`config.mk`:
```
export PLATFORM = sky130hd
export DESIGN_NAME = flit_link_arbiter_flat
export DESIGN_NICKNAME = d
export VERILOG_FILES = /design/src/rtl/flit_link_arbiter_pkg.sv /design/src/rtl/flit_link_arbiter_if.sv /design/src/rtl/flit_link_arbiter_rr_arbiter.sv /design/src/rtl/flit_link_arbiter.sv /design/src/flat_wrapper.sv
export SDC_FILE = /design/constraint.sdc
export NUM_CORES = 1
export LEC_CHECK = 0
export CAP_MARGIN = 5
export CORE_UTILIZATION = 45
export DETAILED_ROUTE_END_ITERATION = 6
export PLACE_DENSITY = 0.81
export SLEW_MARGIN = 5
export SYNTH_ARGS = -nofsm -noshare
export SYNTH_HDL_FRONTEND = slang
export SYNTH_SLANG_ARGS = --single-unit
```
`constraint.sdc`:
```
create_clock -name clock -period 6.37 [get_ports clock]
set_clock_uncertainty 0.1 [all_clocks]
set_input_delay 1.274 -clock clock [delete_from_list [all_inputs] [get_ports clock]]
set_output_delay 1.274 -clock clock [all_outputs]
set_load 0.02 [all_outputs]
```
`src/rtl/flit_link_arbiter_pkg.sv`:
```
// -----------------------------------------------------------------------------
// flit_arb_pkg
// Shared types and default parameters for the flit link arbiter slice.
//   arb_state_e   : link scheduler state (IDLE waiting for a launch, SEND
//                   streaming the body of a packet)
//   *_DEF         : default values for the arbiter and interface parameters
// -----------------------------------------------------------------------------
package flit_arb_pkg;

    typedef enum logic [0:0] {
        IDLE = 1'b0,
        SEND = 1'b1
    } arb_state_e;

    localparam int NREQ_DEF     = 4;
    localparam int OUTWIDTH_DEF = 8;
    localparam int FLITS_DEF    = 8;
    localparam int CREDITS_DEF  = 4;

endpackage : flit_arb_pkg

```
`src/rtl/flit_link_arbiter_if.sv`:
```
// -----------------------------------------------------------------------------
// flit_link_if
// Bundle between the per-port serializing queues, the arbiter and the link.
//   empty/q_flit/credit_return : queue status, queue flits, downstream credits
//   re                         : per-queue launch pulse (one-hot or zero)
//   flit_out/valid/head/tail   : link flit and qualifiers
//   grant_id/busy              : current link owner, packet in flight
// master = arbiter side, slave = queue/link environment side.
// -----------------------------------------------------------------------------
interface flit_link_if #(
    parameter int NREQ     = 4,
    parameter int OUTWIDTH = 8
);
    localparam int IDXW = $clog2(NREQ);

    logic [NREQ-1:0]               empty;
    logic [NREQ-1:0][OUTWIDTH-1:0] q_flit;
    logic [NREQ-1:0]               re;
    logic                          credit_return;
    logic [OUTWIDTH-1:0]           flit_out;
    logic                          flit_valid;
    logic                          flit_head;
    logic                          flit_tail;
    logic [IDXW-1:0]               grant_id;
    logic                          busy;

    modport master (
        input  empty, q_flit, credit_return,
        output re, flit_out, flit_valid, flit_head, flit_tail, grant_id, busy
    );

    modport slave (
        output empty, q_flit, credit_return,
        input  re, flit_out, flit_valid, flit_head, flit_tail, grant_id, busy
    );

endinterface : flit_link_if

```
`src/rtl/flit_link_arbiter_rr_arbiter.sv`:
```
// -----------------------------------------------------------------------------
// rr_arbiter
// Round-robin pick among NREQ requesters. The search starts just after the
// last granted index and wraps; the pointer only moves on advance_i.
//   clock, reset : system clock, synchronous active-high reset
//   req_i        : request vector
//   advance_i    : grant was consumed, remember gnt_idx_o as last grant
//   gnt_o        : one-hot grant (zero when no request)
//   gnt_idx_o    : index of the grant
//   any_o        : at least one request present
// -----------------------------------------------------------------------------
module rr_arbiter
    import flit_arb_pkg::*;
#(
    parameter int NREQ = NREQ_DEF
) (
    input  logic                    clock,
    input  logic                    reset,
    input  logic [NREQ-1:0]         req_i,
    input  logic                    advance_i,
    output logic [NREQ-1:0]         gnt_o,
    output logic [$clog2(NREQ)-1:0] gnt_idx_o,
    output logic                    any_o
);
    localparam int              IDXW     = $clog2(NREQ);
    localparam logic [IDXW-1:0] IDX_LAST = IDXW'(NREQ - 1);
    localparam logic [IDXW-1:0] IDX_ONE  = IDXW'(1);

    logic [IDXW-1:0] last_q;
    logic [IDXW-1:0] last_d;
    logic [IDXW-1:0] cand_s;
    logic            found_s;

    // Walk the ring from last_q+1, keeping the first requester seen
    always_comb begin
        gnt_o     = '0;
        gnt_idx_o = '0;
        found_s   = 1'b0;
        cand_s    = last_q;
        for (int i = 0; i < NREQ; i++) begin
            cand_s = (cand_s == IDX_LAST) ? '0 : cand_s + IDX_ONE;
            if (!found_s && req_i[cand_s]) begin
                found_s        = 1'b1;
                gnt_idx_o      = cand_s;
                gnt_o[cand_s]  = 1'b1;
            end else begin
                found_s = found_s;
            end
        end
        any_o = |req_i;
    end

    // Pointer next-state: follow the grant only when it is actually used
    always_comb begin
        if (advance_i) begin
            last_d = gnt_idx_o;
        end else begin
            last_d = last_q;
        end
    end

    // Pointer register; reset to the top index so requester 0 wins first
    always_ff @(posedge clock) begin
        if (reset) begin
            last_q <= IDX_LAST;
        end else begin
            last_q <= last_d;
        end
    end

endmodule : rr_arbiter

```
`src/rtl/flit_link_arbiter.sv`:
```
// -----------------------------------------------------------------------------
// flit_link_arbiter
// Shares one serial flit link among NREQ serializing packet queues. In IDLE a
// queue is picked round-robin and launched in the same cycle (head flit goes
// straight out); in SEND the owner's flit stream is steered onto the link
// until FLITS flits have been sent. Launches are gated on a downstream
// packet-credit counter.
//   clock, reset : system clock, synchronous active-high reset
//   lnk          : flit_link_if master (queue inputs, re, link outputs,
//                  grant_id, busy)
// -----------------------------------------------------------------------------
module flit_link_arbiter
    import flit_arb_pkg::*;
#(
    parameter int NREQ     = NREQ_DEF,
    parameter int OUTWIDTH = OUTWIDTH_DEF,
    parameter int FLITS    = FLITS_DEF,
    parameter int CREDITS  = CREDITS_DEF
) (
    input  logic        clock,
    input  logic        reset,
    flit_link_if.master lnk
);
    localparam int IDXW = $clog2(NREQ);
    localparam int BW   = $clog2(FLITS);
    localparam int CW   = $clog2(CREDITS + 1);

    localparam logic [BW-1:0] BEAT_LAST = BW'(FLITS - 1);
    localparam logic [BW-1:0] BEAT_ONE  = BW'(1);
    localparam logic [CW-1:0] CRED_MAX  = CW'(CREDITS);
    localparam logic [CW-1:0] CRED_ONE  = CW'(1);

    arb_state_e      state_q, state_d;
    logic [BW-1:0]   beat_q, beat_d;
    logic [IDXW-1:0] grant_q, grant_d;
    logic [CW-1:0]   credits_q, credits_d;

    logic [NREQ-1:0] gnt_s;
    logic [IDXW-1:0] gnt_idx_s;
    logic            any_s;
    logic            launch_s;

    rr_arbiter #(
        .NREQ (NREQ)
    ) u_rr (
        .clock     (clock),
        .reset     (reset),
        .req_i     (~lnk.empty),
        .advance_i (launch_s),
        .gnt_o     (gnt_s),
        .gnt_idx_o (gnt_idx_s),
        .any_o     (any_s)
    );

    // A launch needs a free downstream buffer, a request and an idle link
    always_comb begin
        launch_s = (state_q == IDLE) && (credits_q != '0) && any_s && !reset;
    end

    // FSM next-state, beat/owner tracking and Mealy link outputs
    always_comb begin
        state_d        = state_q;
        beat_d         = beat_q;
        grant_d        = grant_q;
        lnk.re         = '0;
        lnk.flit_out   = '0;
        lnk.flit_valid = 1'b0;
        lnk.flit_head  = 1'b0;
        lnk.flit_tail  = 1'b0;
        lnk.grant_id   = '0;
        lnk.busy       = 1'b0;
        // Outputs are forced quiet while reset is asserted, even mid-packet
        if (!reset) begin
            case (state_q)
                IDLE: begin
                    if (launch_s) begin
                        lnk.re         = gnt_s;
                        lnk.flit_out   = lnk.q_flit[gnt_idx_s];
                        lnk.flit_valid = 1'b1;
                        lnk.flit_head  = 1'b1;
                        lnk.grant_id   = gnt_idx_s;
                        grant_d        = gnt_idx_s;
                        beat_d         = BEAT_ONE;
                        state_d        = SEND;
                    end else begin
                        state_d = IDLE;
                    end
                end
                SEND: begin
                    lnk.flit_out   = lnk.q_flit[grant_q];
                    lnk.flit_valid = 1'b1;
                    lnk.grant_id   = grant_q;
                    lnk.busy       = 1'b1;
                    if (beat_q == BEAT_LAST) begin
                        lnk.flit_tail = 1'b1;
                        beat_d        = '0;
                        state_d       = IDLE;
                    end else begin
                        beat_d = beat_q + BEAT_ONE;
                    end
                end
                default: begin
                    state_d = IDLE;
                    beat_d  = '0;
                end
            endcase
        end else begin
            state_d = IDLE;
        end
    end

    // Credit counter: launch and return in one cycle cancel; returns saturate
    always_comb begin
        if (launch_s && lnk.credit_return) begin
            credits_d = credits_q;
        end else if (launch_s) begin
            credits_d = credits_q - CRED_ONE;
        end else if (lnk.credit_return && (credits_q != CRED_MAX)) begin
            credits_d = credits_q + CRED_ONE;
        end else begin
            credits_d = credits_q;
        end
    end

    // State, beat, owner and credit registers
    always_ff @(posedge clock) begin
        if (reset) begin
            state_q   <= IDLE;
            beat_q    <= '0;
            grant_q   <= '0;
            credits_q <= CRED_MAX;
        end else begin
            state_q   <= state_d;
            beat_q    <= beat_d;
            grant_q   <= grant_d;
            credits_q <= credits_d;
        end
    end

endmodule : flit_link_arbiter
```
`src/flat_wrapper.sv`:
```
// flat-port wrapper written by rule: the top's interface ports become plain ports
module flit_link_arbiter_flat import flit_arb_pkg::*;
#(
    parameter int NREQ     = NREQ_DEF,
    parameter int OUTWIDTH = OUTWIDTH_DEF,
    parameter int FLITS    = FLITS_DEF,
    parameter int CREDITS  = CREDITS_DEF
)
  (clock, reset, lnk_empty, lnk_q_flit, lnk_credit_return, lnk_re, lnk_flit_out, lnk_flit_valid, lnk_flit_head, lnk_flit_tail, lnk_grant_id, lnk_busy);
  flit_link_if #(.NREQ(NREQ), .OUTWIDTH(OUTWIDTH)) lnk_i ();
  input  logic clock;
  input  logic reset;
  input wire logic [$bits(lnk_i.empty)-1:0] lnk_empty;
  input wire logic [$bits(lnk_i.q_flit)-1:0] lnk_q_flit;
  input wire logic [$bits(lnk_i.credit_return)-1:0] lnk_credit_return;
  output wire logic [$bits(lnk_i.re)-1:0] lnk_re;
  output wire logic [$bits(lnk_i.flit_out)-1:0] lnk_flit_out;
  output wire logic [$bits(lnk_i.flit_valid)-1:0] lnk_flit_valid;
  output wire logic [$bits(lnk_i.flit_head)-1:0] lnk_flit_head;
  output wire logic [$bits(lnk_i.flit_tail)-1:0] lnk_flit_tail;
  output wire logic [$bits(lnk_i.grant_id)-1:0] lnk_grant_id;
  output wire logic [$bits(lnk_i.busy)-1:0] lnk_busy;
  assign lnk_i.empty = lnk_empty;
  assign lnk_i.q_flit = lnk_q_flit;
  assign lnk_i.credit_return = lnk_credit_return;
  assign lnk_re = lnk_i.re;
  assign lnk_flit_out = lnk_i.flit_out;
  assign lnk_flit_valid = lnk_i.flit_valid;
  assign lnk_flit_head = lnk_i.flit_head;
  assign lnk_flit_tail = lnk_i.flit_tail;
  assign lnk_grant_id = lnk_i.grant_id;
  assign lnk_busy = lnk_i.busy;
  flit_link_arbiter #(.NREQ(NREQ), .OUTWIDTH(OUTWIDTH), .FLITS(FLITS), .CREDITS(CREDITS)) u_core (.clock(clock), .reset(reset), .lnk(lnk_i));
endmodule
```
==> results_tabular.tex <==
\begin{tabular}{lr}
\hline
Metric & Value \\
\hline
\multicolumn{2}{l}{\textbf{Worst setup path}} \\
\quad R2R Setup Slk & 3.42 ns \\
\quad Cell-by-cell trace of the critical path & clkdlybuf4s50\_1 -> o21a\_1 -> o211ai\_4 -> mux4\_1 -> a22o\_1 -> clkdlybuf4s50\_1 \\
\quad Worst path max stage delay & slightly above 0.6 ns \\
\quad Slowest cell on crit path & sky130\_fd\_sc\_hd\_\_mux4\_1 \\
\quad Critical R2R Launch & u\_core.state\_q \\
\quad Path depth of the worst reg2reg path & 9 \\
\quad Crit path max fanout & 11 \\
\quad Largest delay share family, worst path & buffers and inverters \\
\quad Total buffers and inverters traversed by the critical path & 2 \\
\quad Endpoint class of the critical path & output pin \\
\quad Required time at the endpoint of the critical path & 5.00 ns \\
\quad Worst path depth & 6 \\
\quad Type of the setup path with the least slack & in -> out \\
\quad Data arrival time at the worst-slack endpoint & around 3.9 ns \\
\quad Most prevalent standard cell on the critical path & sky130\_fd\_sc\_hd\_\_clkdlybuf4s50\_1 \\
\quad Critical path launch point type & primary input \\
\quad End of the worst register-to-register path & u\_core.credits\_q[2] \\
\multicolumn{2}{l}{\textbf{Placed design}} \\
\quad Final RePlAce weighted congestion & 0.8831 \\
\quad Worst-case setup slack after placement & around 1.1 ns \\
\quad Detail Placement HPWL & between 3000 and 4000 µm \\
\quad Port Buf Inserts & between 50 and 60 \\
\multicolumn{2}{l}{\textbf{Finish}} \\
\quad Top library cells by usage in the layout, fill and taps aside & sky130\_fd\_sc\_hd\_\_clkdlybuf4s50\_1 (56), sky130\_fd\_sc\_hd\_\_nand2\_1 (16), sky130\_fd\_sc\_hd\_\_mux4\_2 (15) \\
\quad Ant diodes & 0 \\
\quad Number of fill cells in the layout & 265 \\
\quad Fraction of layout cells with a size suffix above 1 & about an eighth \\
\quad Leading cell type in the layout, fill and taps excluded & sky130\_fd\_sc\_hd\_\_clkdlybuf4s50\_1 \\
\quad Area used by sequential logic in the layout & $\sim$220 µm² \\
\quad Signed area change from the synthesized netlist to the final layout & 37.46\% \\
\quad Area taken by multi-input logic gates & $\sim$1200 µm² \\
\quad Fin nets & between 200 and 300 \\
\quad Post-layout util & 67.32\% \\
\multicolumn{2}{l}{\textbf{Yosys}} \\
\quad Net Count, Synth & 211 \\
\quad Count of mapped cells out of synthesis & around 160 \\
\quad Synth Register Bits & 11 \\
\quad Synth async-reset ratio & 0\% \\
\quad Number of synthesized flops with an enable pin & 0 \\
\quad Post-synthesis instance area & 1556 µm² \\
\quad Ranking of synthesized cells by area & sky130\_fd\_sc\_hd\_\_mux4\_2 (22\%), sky130\_fd\_sc\_hd\_\_dfxtp\_1 (14\%), sky130\_fd\_sc\_hd\_\_ha\_1 (8.0\%) \\
\quad Count of yosys warnings during synthesis & 0 \\
\quad Most used flip-flop cell after synthesis & sky130\_fd\_sc\_hd\_\_dfxtp\_1 \\
\quad Top-area cell type share of the netlist area & 21.70\% \\
\quad Post-synth top area cell & sky130\_fd\_sc\_hd\_\_mux4\_2 \\
\quad Share of the yosys chip area belonging to registers & roughly 14\% \\
\quad Avg Inst Size Synth & just under 10 µm² \\
\quad Yosys cell types & 49 \\
\multicolumn{2}{l}{\textbf{Global route}} \\
\quad Number of global-route vias before repair & between 1500 and 2000 \\
\quad Wire length of the first global-routing pass & between 6000 and 7000 µm \\
\quad Pin count of the biggest net entering global routing & 15 \\
\quad Total global-route track usage & approximately a quarter \\
\quad Initial antenna violation count & 0 \\
\quad Grt total ovfl & 0 \\
\multicolumn{2}{l}{\textbf{Drt}} \\
\quad DRT Pass-1 Iters & 6 \\
\quad Per-cell via count in the routed design & roughly 6.0 \\
\quad Detailed router's first-iteration violation count & 120 \\
\quad DRC & 0 \\
\quad Final wirelength & $\sim$4100 µm \\
\quad Post-route antenna net violation count & 0 \\
\quad Total number of vias & between 1500 and 2000 \\
\quad Routed len/inst & 16.09 µm \\
\multicolumn{2}{l}{\textbf{Timing}} \\
\quad Final critical delay including setup and external delays & approximately 5.3 ns \\
\quad Hold Violations, Final & 0 \\
\quad Fraction of the cycle the final worst path needs & 83.25\% \\
\quad Final setup margin & between 1 and 1.5 ns \\
\quad Sum of negative setup slack & 0 ns \\
\quad Final setup fails & 0 \\
\quad Worst hold-check slack & 0.3807 ns \\
\quad Slew at the pin closest to its max-slew limit & 0.5997 ns \\
\quad Relative slew slack & between 50\% and 60\% \\
\quad FMAX & about 190 MHz \\
\quad Slew Limit Fails & 0 \\
\quad Setup repair after global routing missed its margin & no \\
\multicolumn{2}{l}{\textbf{Die}} \\
\quad Area of the core & between 3000 and 4000 µm² \\
\quad Boundary Pins & between 50 and 60 \\
\quad Std cell rows & 20 \\
\quad Full die area & 3698 µm² \\
\quad Die X-Extent & 60.81 µm \\
\quad Initial core utilization & 48.98\% \\
\quad Floorplan die height & 60.81 µm \\
\multicolumn{2}{l}{\textbf{Power and ir drop}} \\
\quad Power, Total & approximately 0.00074 W \\
\quad PD cells & between 300 and 400 nW/µm² \\
\quad Largest vdd supply drop & 0.1516 mV \\
\quad Leakage power total & approximately 0.81 nW \\
\multicolumn{2}{l}{\textbf{Worst hold path}} \\
\quad Worst hold path type & reg -> reg \\
\quad Cell depth of the worst min-delay path & 2 \\
\quad Startpoint of the worst hold path & u\_core.beat\_q[2] \\
\quad Worst min-delay path endpoint & u\_core.beat\_q[2] \\
\multicolumn{2}{l}{\textbf{CTS}} \\
\quad Inserted Clock Buffers & 3 \\
\quad Clock latency of the later-clocked register in the worst-skew pair & roughly 0.26 ns \\
\quad Hold bufs inserted after CTS & 0 \\
\quad Post-CTS setup repair buffer count & 0 \\
\quad Number of gates given a new drive strength after cts & 0 \\
\quad CTS H-tree lvls & 1 \\
\quad Clock net sink count & 11 \\
\quad Clock-pin slew on the worst setup and hold paths & $\sim$0.070 ns \\
\quad Worst-case clock buffer depth & 2 \\
\quad TritonCTS clock tree & yes \\
\quad CTS root buf & sky130\_fd\_sc\_hd\_\_clkbuf\_4 \\
\multicolumn{2}{l}{\textbf{Job}} \\
\quad Number of maximum-capacitance constraint violations & 0 \\
\multicolumn{2}{l}{\textbf{Status}} \\
\quad Outcome & finished, final reports clean \\
\hline
\end{tabular}
## synth_stat cells, drive strengths merged, types with 2 or more instances
cell	number
a22o	8
inv	11
o21bai	2
a221oi	2
ha	10
clkbuf	3
nand2	16
and2	2
a222oi	4
mux4	18
dfxtp	11
o21ai	11
mux2i	2
nor2	9
buf	8
a21oi	7
nand2b	3
a21o	2
nor2b	7
nor3	6
## cells by family (layout without fill, tap and decap cells)
group	after synthesis	after routing	synth area share, %
AO/OA/AOI/OAI	48	48	24.92
AND/OR/NAND/NOR	46	46	14.79
buffers and inverters	22	72	6.913
multiplexers	21	21	28.78
adder cells (fa/ha/maj)	11	11	9.325
flip-flops	11	11	14.15
XOR/XNOR	2	2	1.126
## tightest hold or removal path, delay by kind of cell (launching register included)
| family | cells | cell delay [ns] |
|---|---|---|
| flip-flops | 1 | 0.32 |
| AND/OR/NAND/NOR | 1 | 0.05 |
| AO/OA/AOI/OAI | 1 | 0.06 |
## worst max-delay path by stage
stage,from,end,slack (ns)
finish,lnk_empty[0],lnk_flit_out[2],1.07
global route,lnk_empty[2],lnk_grant_id[1],0.95
CTS,lnk_empty[0],lnk_flit_out[2],1.05
detailed placement,lnk_empty[0],lnk_flit_out[5],1.07
global placement,lnk_empty[0],lnk_flit_out[2],1.09
floorplan,lnk_empty[0],lnk_flit_out[0],2.17
## layout make-up
type                       instances  area share, %
clock buffer                       4          1.228
sequential                        11          10.29
multi-input combinational        128          57.43
tap                               44          2.573
inverter                          11          1.930
timing repair buffer              57          26.55
## state kept, by name, indices dropped and copies added (netlist names)
register,flops
u_core.beat_q,3
u_core.u_rr.last_q,2
u_core.grant_q,2
u_core.credits_q,3
u_core.state_q,1
## layer usage
layer | GRT usage, % | wire length, µm
met1 | 27.13 | 1578
met2 | 46.15 | 2267
met3 | 4.904 | 237
met4 | 4.545 | 19
met5 | 0 | 0
## per-stage QoR
step | instance area [µm²] | std cells
detailed placement | 2113 | 251
finish | 2140 | 255
global placement | 2113 | 251
floorplan | 1556 | 161
CTS | 2140 | 255
global route | 2140 | 255
## power breakdown
part | total [W] | switching [W] | internal, W
registers | 0.000135 | 0.0000439 | 0.0000910
logic | 0.000554 | 0.000270 | 0.000284
clock network | 0.0000463 | 0.0000221 | 0.0000242
Power figures use the tool's default switching activity.
